==> config.mk <==
export PLATFORM = sky130hd
export DESIGN_NAME = plot_scaler_fifo_flat
export DESIGN_NICKNAME = d
export VERILOG_FILES = /design/src/rtl/plot_scaler_fifo_if.sv /design/src/rtl/plot_scaler_fifo.sv /design/src/flat_wrapper.sv
export SDC_FILE = /design/constraint.sdc
export NUM_CORES = 1
export LEC_CHECK = 0
export ABC_AREA = 1
export CORE_MARGIN = 1
export CORE_UTILIZATION = 25
export DETAILED_ROUTE_END_ITERATION = 12
export PLACE_DENSITY = 0.4
export SLEW_MARGIN = 25
export SYNTH_ARGS = -nofsm -noshare
export SYNTH_HDL_FRONTEND = slang
export SYNTH_SLANG_ARGS = --single-unit
==> constraint.sdc <==
create_clock -name clk -period 3.25 [get_ports clk]
set_input_delay 0.325 -clock clk [delete_from_list [all_inputs] [get_ports clk]]
set_output_delay 0.325 -clock clk [all_outputs]
set_load 0.01 [all_outputs]
==> src/rtl/plot_scaler_fifo_if.sv <==
// Cell-write and pixel-write buses of plot_scaler_fifo. The scaler uses the
// slave view (consumes cells, produces pixels); the upstream/adapter side uses master.
interface plot_scaler_fifo_if;
  logic       plot_in;
  logic [7:0] x_in;
  logic [6:0] y_in;
  logic [2:0] colour_in;
  logic       out_ready;
  logic       vga_plot;
  logic [8:0] vga_x;
  logic [7:0] vga_y;
  logic [2:0] vga_colour;

  modport slave (
    input  plot_in, x_in, y_in, colour_in, out_ready,
    output vga_plot, vga_x, vga_y, vga_colour
  );

  modport master (
    output plot_in, x_in, y_in, colour_in, out_ready,
    input  vga_plot, vga_x, vga_y, vga_colour
  );
endinterface

==> src/rtl/plot_scaler_fifo.sv <==
// Queues 160x120 cell writes and replays each as a 2x2 block on a 320x240 pixel port.
// Optional PLOT_DROP_CNT_EN adds a saturating count of dropped writes (drop_count).
module plot_scaler_fifo #(
  parameter int DEPTH_LOG2 = 4
) (
  input  logic clk,
  input  logic rst,
  plot_scaler_fifo_if.slave bus,
  input  logic ovf_clr,
  output logic full,
  output logic empty,
  output logic overflow
`ifdef PLOT_DROP_CNT_EN
  ,
  output logic [7:0] drop_count
`endif
);

  localparam int DEPTH = 1 << DEPTH_LOG2;
  localparam logic [DEPTH_LOG2:0] PTR_ONE = 1;

  typedef struct packed {
    logic [7:0] x;
    logic [6:0] y;
    logic [2:0] col;
  } cell_t;

  typedef enum logic {IDLE, EMIT} state_t;

  state_t              state_q, state_d;
  logic [DEPTH_LOG2:0] wptr_q, wptr_d, rptr_q, rptr_d;
  logic [1:0]          sub_q, sub_d;
  logic [7:0]          cx_q, cx_d;
  logic [6:0]          cy_q, cy_d;
  logic [2:0]          ccol_q, ccol_d;
  logic                ovf_q, ovf_d;

  cell_t mem_q [DEPTH];
  cell_t wr_cell, head;

  logic wr_en, drop, pop, emit, accept;

  // Occupancy flags come from registered pointers only, so a same-cycle pop
  // never rescues a write that arrives while full.
  assign full  = (wptr_q[DEPTH_LOG2] != rptr_q[DEPTH_LOG2]) &&
                 (wptr_q[DEPTH_LOG2-1:0] == rptr_q[DEPTH_LOG2-1:0]);
  assign empty = (wptr_q == rptr_q);

  assign wr_en   = bus.plot_in && !full;
  assign drop    = bus.plot_in && full;
  assign wr_cell = '{x: bus.x_in, y: bus.y_in, col: bus.colour_in};
  assign head    = mem_q[rptr_q[DEPTH_LOG2-1:0]];

  assign emit   = (state_q == EMIT);
  assign accept = emit && bus.out_ready;

  always_ff @(posedge clk) begin
    if (wr_en) mem_q[wptr_q[DEPTH_LOG2-1:0]] <= wr_cell;
  end

  always_comb begin
    wptr_d = wptr_q;
    rptr_d = rptr_q;
    if (wr_en) wptr_d = wptr_q + PTR_ONE;
    if (pop)   rptr_d = rptr_q + PTR_ONE;
  end

  always_comb begin
    state_d = state_q;
    sub_d   = sub_q;
    cx_d    = cx_q;
    cy_d    = cy_q;
    ccol_d  = ccol_q;
    pop     = 1'b0;
    case (state_q)
      IDLE: begin
        if (!empty) begin
          pop     = 1'b1;
          cx_d    = head.x;
          cy_d    = head.y;
          ccol_d  = head.col;
          sub_d   = 2'd0;
          state_d = EMIT;
        end
      end
      EMIT: begin
        if (accept) begin
          if (sub_q != 2'd3) begin
            sub_d = sub_q + 2'd1;
          end else if (!empty) begin
            // Chain straight into the next cell so back-to-back blocks have no gap.
            pop    = 1'b1;
            cx_d   = head.x;
            cy_d   = head.y;
            ccol_d = head.col;
            sub_d  = 2'd0;
          end else begin
            state_d = IDLE;
          end
        end
      end
      default: state_d = IDLE;
    endcase
  end

  always_comb begin
    bus.vga_plot   = emit;
    bus.vga_x      = '0;
    bus.vga_y      = '0;
    bus.vga_colour = '0;
    if (emit) begin
      bus.vga_x      = {cx_q, sub_q[0]};
      bus.vga_y      = {cy_q, sub_q[1]};
      bus.vga_colour = ccol_q;
    end
  end

  always_comb begin
    ovf_d = ovf_q;
    if (ovf_clr) ovf_d = 1'b0;
    if (drop)    ovf_d = 1'b1;
  end

  assign overflow = ovf_q;

  always_ff @(posedge clk or negedge rst) begin
    if (!rst) begin
      state_q <= IDLE;
      wptr_q  <= '0;
      rptr_q  <= '0;
      sub_q   <= '0;
      cx_q    <= '0;
      cy_q    <= '0;
      ccol_q  <= '0;
      ovf_q   <= 1'b0;
    end else begin
      state_q <= state_d;
      wptr_q  <= wptr_d;
      rptr_q  <= rptr_d;
      sub_q   <= sub_d;
      cx_q    <= cx_d;
      cy_q    <= cy_d;
      ccol_q  <= ccol_d;
      ovf_q   <= ovf_d;
    end
  end

`ifdef PLOT_DROP_CNT_EN
  logic [7:0] drop_cnt_q, drop_cnt_d;

  // A clear coinciding with a drop restarts the count at that drop.
  always_comb begin
    drop_cnt_d = drop_cnt_q;
    if (drop) begin
      if (ovf_clr)                  drop_cnt_d = 8'd1;
      else if (drop_cnt_q != 8'hFF) drop_cnt_d = drop_cnt_q + 8'd1;
    end else if (ovf_clr) begin
      drop_cnt_d = 8'd0;
    end
  end

  always_ff @(posedge clk or negedge rst) begin
    if (!rst) drop_cnt_q <= '0;
    else      drop_cnt_q <= drop_cnt_d;
  end

  assign drop_count = drop_cnt_q;
`endif

endmodule

==> src/flat_wrapper.sv <==
// flat-port wrapper written by rule: the top's interface ports become plain ports
module plot_scaler_fifo_flat 
#(
  parameter int DEPTH_LOG2 = 4
)
  (clk, rst, ovf_clr, full, empty, overflow, bus_plot_in, bus_x_in, bus_y_in, bus_colour_in, bus_out_ready, bus_vga_plot, bus_vga_x, bus_vga_y, bus_vga_colour);
  plot_scaler_fifo_if bus_i ();
  input  logic clk;
  input  logic rst;
  input  logic ovf_clr;
  output logic full;
  output logic empty;
  output logic overflow;
  input wire logic [$bits(bus_i.plot_in)-1:0] bus_plot_in;
  input wire logic [$bits(bus_i.x_in)-1:0] bus_x_in;
  input wire logic [$bits(bus_i.y_in)-1:0] bus_y_in;
  input wire logic [$bits(bus_i.colour_in)-1:0] bus_colour_in;
  input wire logic [$bits(bus_i.out_ready)-1:0] bus_out_ready;
  output wire logic [$bits(bus_i.vga_plot)-1:0] bus_vga_plot;
  output wire logic [$bits(bus_i.vga_x)-1:0] bus_vga_x;
  output wire logic [$bits(bus_i.vga_y)-1:0] bus_vga_y;
  output wire logic [$bits(bus_i.vga_colour)-1:0] bus_vga_colour;
  assign bus_i.plot_in = bus_plot_in;
  assign bus_i.x_in = bus_x_in;
  assign bus_i.y_in = bus_y_in;
  assign bus_i.colour_in = bus_colour_in;
  assign bus_i.out_ready = bus_out_ready;
  assign bus_vga_plot = bus_i.vga_plot;
  assign bus_vga_x = bus_i.vga_x;
  assign bus_vga_y = bus_i.vga_y;
  assign bus_vga_colour = bus_i.vga_colour;
  plot_scaler_fifo #(.DEPTH_LOG2(DEPTH_LOG2)) u_core (.clk(clk), .rst(rst), .bus(bus_i), .ovf_clr(ovf_clr), .full(full), .empty(empty), .overflow(overflow));
endmodule
Word-level counts from Yosys, hierarchy flattened:

Memory sizes are Yosys's and may differ from the RTL's.
Index checks and enable logic that the tools add are counted.

* add/sub/neg operators: 3
* bitwise operators: 1
* reduce and logical (&&, ||, !) cells: 7
* multiplexer cells: 30
* equal/unequal tests: 6

Operator list (number)
* $mux W8: 4
* $mux W7: 3
* $pmux W8 S2: 1
* $pmux W7 S2: 1
* $mux W3: 4
* $add A5 B1 Y5 const B: 2
* $mux W1: 9
* $mux W9: 1
* $mux W2: 3
* $ne A2 B2 Y1 const B: 3
* $pmux W3 S2: 1
* $eq A5 B5 Y1: 1
* $eq A4 B4 Y1: 1
* $logic_and A1 B1 Y1: 4
* $pmux W1 S2: 2
* $pmux W2 S2: 1
* $add A2 B1 Y2 const B: 1
* $reduce_and A2 Y1: 1
* $reduce_bool A2 Y1: 1
* $logic_not A1 Y1: 1
* $ne A1 B1 Y1: 1
* $not A1 Y1: 1

* memories kept: 1
* memory bits (writable): 288
* bits in registers: 32
* input bits: 23

Memory list
* u_core.mem_q: words 16, width 18, read ports 1, clocked after Yosys merged registers in 0, write ports 1, RTL line plot_scaler_fifo.sv:38 `cell_t mem_q [DEPTH];`

Logic depth before layout (Yosys ltp):

* depth in word-level cells: 6
* depth in mapped cells: 12
* depth with buffers taken out: 10

Worst setup path before layout:

No wires, ideal clock.

* path type: register to register
* from: reg u_core.rptr_q[2]
* to: mem u_core.mem_q[12][0] (netlist bit) (enable)
* cell stages (with the launch flop): 8
* arrival time: 2324 ps
* setup slack: 511 ps
* data required time: 2834 ps
* clock period less this slack: 2739 ps
* cell sequence: dfrtp_1 > buf_2 > xor2_1 > nor2_1 > nand3b_1 > nand2_1 > buf_2 > nor3_1

* cells in the longest elaborated chain, start to end: 6

RTL lines
* start, declared: RTL line plot_scaler_fifo.sv:31 `logic [DEPTH_LOG2:0] wptr_q, wptr_d, rptr_q, rptr_d;`
* start signal, assigned: RTL line plot_scaler_fifo.sv:139 `rptr_q <= rptr_d;`
* $eq A4 B4 Y1: RTL line plot_scaler_fifo.sv:46 `(wptr_q[DEPTH_LOG2-1:0] == rptr_q[DEPTH_LOG2-1:0]);`
* $logic_and A1 B1 Y1: RTL line plot_scaler_fifo.sv:45 `assign full = (wptr_q[DEPTH_LOG2] != rptr_q[DEPTH_LOG2]) &&`
* $logic_not A1 Y1: RTL line plot_scaler_fifo.sv:49 `assign wr_en = bus.plot_in && !full;`
* $logic_and A1 B1 Y1: RTL line plot_scaler_fifo.sv:49
* $mux W1: RTL line plot_scaler_fifo.sv:58 `if (wr_en) mem_q[wptr_q[DEPTH_LOG2-1:0]] <= wr_cell;`
* $mux W1 (not written as such): RTL line plot_scaler_fifo.sv:58
* end, declared: RTL line plot_scaler_fifo.sv:38

No other way between the ends.

Final worst setup path:

* from: reg u_core.wptr_q[0]
* to: out empty

* cells in the longest elaborated chain, start to end: 1

RTL lines
* start, declared: RTL line plot_scaler_fifo.sv:31
* start signal, assigned: RTL line plot_scaler_fifo.sv:138 `wptr_q <= wptr_d;`
* $eq A5 B5 Y1: RTL line plot_scaler_fifo.sv:47 `assign empty = (wptr_q == rptr_q);`
* end, declared: RTL line flat_wrapper.sv:12 `output logic empty;`

No other way between the ends.

==> out/qor.csv <==
stage,metric,value,unit
status,outcome,"finished, final reports clean",
clock_tree,cts_hold_buffers,1,
final_layout,num_antenna_cells,0,
clock_tree,clock_latency,0.57,ns
worst_setup_path,cp_slowest_cell,clkdlybuf4s50_1,
global_route,grt-busiest-layer,met2,
floorplan,die_y,240,microns
floorplan,fp.coreArea,56300,sq um
worst_setup_path,r2r_start,u_core.wptr_q[0],
clock_tree,clk_root_buffer_cell,clkbuf_16,
final_layout,drive_gt1_share,7.12,%
floorplan,ios,47,
clock_tree,tritoncts,yes,
worst_hold_path,holdPathEnd,u_core.overflow,
global_route,grt_pass1_vias,9266,
yosys,yosys.area.top_type_share,60.8,%
timing,tightest_slew,1.02,ns
place,io_buffers,46,
global_route,antenna_found_initial,0,
timing,finalSetupViolCount,0,
worst_setup_path,r2r_cells,8,
route,drt_iter0_markers,513,
route,wl_per_cell,17.0,microns
worst_setup_path,crit_buf_inv,3,
global_route,gr-total-overflow,0,
yosys,async_reset_ff_share,10.0,%
power,total_power,13100,uW
timing,whs,0.363,ns
yosys,synth_ff_type,edfxtp_1,
worst_setup_path,max_stage_delay,0.53,ns
floorplan,die-width,240,microns
worst_setup_path,crit_fanout,6,
global_route,grt_usage,13.9,%
worst_setup_path,timing.rr.end,u_core.mem_q[11][7],
worst_hold_path,hold_start,ovf_clr,
global_route,grt_use_met1,19.2,%
power,ir_drop,0.000601,V
worst_setup_path,crit_chain,inv_1 > nand2_1 > a21oi_1 > nand3_1 > inv_1 > clkdlybuf4s50_1,
timing,final.setup.tns,0,ns
timing,max_slew_margin,31.9,%
worst_hold_path,hold_depth,2,
final_layout,multi_input_area,3370,sq um
worst_setup_path,critPathLaunchType,register,
timing,fin_skew,0.0237,ns
final_layout,area_growth,18.1,%
final_layout,nNetsFinal,1560,
final_layout,post-route-util,29.8,%
global_route,grt_use_met2,21.9,%
floorplan,placementRows,87,
clock_tree,post_cts_resized,0,
route,drtPass1Iterations,5,
route,drc,0,
power,power.density,780,nW/um^2
floorplan,start_util,25.3,%
worst_setup_path,regToRegSetupSlack,1.08,ns
timing,period_share,80.0,%
yosys,synth.distinct_cells,23,
yosys,synth_top_area_cell,edfxtp_1,
clock_tree,htreeDepth,2,
route,vias,9425,
yosys,synth_area_leaders,"edfxtp_1 61%, nand2_1 14%, inv_1 8.0%, nand3_1 6.5%, dfrtp_1 5.6%",
worst_setup_path,path_depth,6,
global_route,grt_start_max_net_pins,146,
route,vias_per_cell,4.07,
yosys,synth_enable_flop_cells,288,
worst_setup_path,crit_family,buffers and inverters,
final_layout,fill_cells,5863,
timing,fin_crit,2.60,ns
global_route,met3_usage,2.76,%
clock_tree,cts_sinks,320,
power,p_leak,0.00742,uW
timing,maxSlewViolCount,0,
run,drv_cap,0,
final_layout,final_common_cell,nand2_1,
timing,hold_violations,0,
final_layout,area.sequential,9450,sq um
timing,max_freq,0.384,GHz
yosys,syn-cell-area,14200,sq um
yosys,syn_area_per_cell,9.68,sq um
clock_tree,cts_made_buffers,37,
route,antenna_left,0,
clock_tree,clk_pin_slew,0.06,ns
timing,rsz0062_at_grt,no,
yosys,yosysWarnings,0,
yosys,synthCells,1468,
worst_setup_path,worstPathRequired,2.92,ns
place,dp.final_hpwl,22.6,mm
worst_setup_path,path_class,reg2out,
place,place_ws,1.07,ns
worst_setup_path,crit_top_cell,inv_1,
worst_setup_path,critical_path_arrival,2.28,ns
timing,worst_slack,0.648,ns
clock_tree,cts_setup_buffers,0,
yosys,synth-seq-cells,320,
worst_setup_path,crit_path_end_kind,output pin,
yosys,syn-num-nets,1497,
route,routed_wl,39.2,mm
global_route,grt_pass1_wl,59.0,mm
final_layout,mostFrequentLayoutCells,"548 x nand2_1, 303 x inv_1, 288 x edfxtp_1",
clock_tree,clockBufferDepth,3,
place,place_congestion,0.778,
floorplan,die-area,57800,sq um
worst_hold_path,hp-class,in2reg,
yosys,synth_seq_area_share,66.5,%
worst_setup_path,critPathLaunch,u_core.wptr_q[0],
area by class of cell:
cell class / count / share of cell area (%)
Clock buffer: 48 / 5.76
Clock inverter: 18 / 0.641
Inverter: 308 / 6.90
Multi-Input combinational cell: 776 / 20.1
Sequential cell: 320 / 56.3
Tap cell: 756 / 5.64
Timing Repair Buffer: 88 / 4.68
synthesized netlist by cell type, types with 2 or more instances:
library cell,count
xor2_1,5
buf_4,2
buf_1,6
inv_1,303
ha_1,6
nand2_1,548
clkinv_1,2
dfrtp_1,32
xnor2_1,5
nand3b_1,2
clkbuf_1,11
buf_2,42
nand3_1,184
nor3_1,15
o21ai_0,3
buf_6,3
inv_2,3
nor2_1,4
edfxtp_1,288
per-layer routing:
metal / vias to the layer above / wire, microns
met2: 197 / 17500
met5: - / 0
met3: 58 / 2110
met1: 4468 / 18700
met4: 0 / 866
li1: 4702 / -
stage by stage:
stage | instances | instance area, sq um
after floorplan | 1468 | 14200
after global placement | 2247 | 15700
after detailed placement | 2247 | 15700
after CTS | 2314 | 16800
after global routing | 2314 | 16800
final | 2314 | 16800
sequential cells by signal (all words and copies together), names as in the netlist:
signal	count
u_core.bus.vga_plot	1
u_core.ccol_q	3
u_core.cx_q	8
u_core.cy_q	7
u_core.mem_q	288
u_core.overflow	1
u_core.rptr_q	5
u_core.sub_q	2
u_core.wptr_q	5
power breakdown:
group	total, uW	switching [uW]	internal, uW	leakage, uW
Clock	3790	1680	2110	0.000521
Sequential	5230	260	4970	0.00300
Combinational	4080	2770	1310	0.00389
how the worst max path moves through the flow:
stage / slack (ns) / to
2_1_floorplan: 0.51 / u_core.mem_q[12][0]
3_3_place_gp: 1.07 / u_core.mem_q[11][17]
3_5_place_dp: 1.07 / u_core.mem_q[11][10]
4_1_cts: 0.60 / empty
5_1_grt: 0.48 / empty
6_report: 0.65 / empty
logic make-up after synthesis:
kind of cell / synth area share [%]
compound gates: 0.141
flops: 66.5
xor+xnor: 0.616
mux: 0.0704
buf+inv: 10.4
fa+ha+maj: 0.528
simple gates: 21.8
Power figures use the tool's default switching activity.
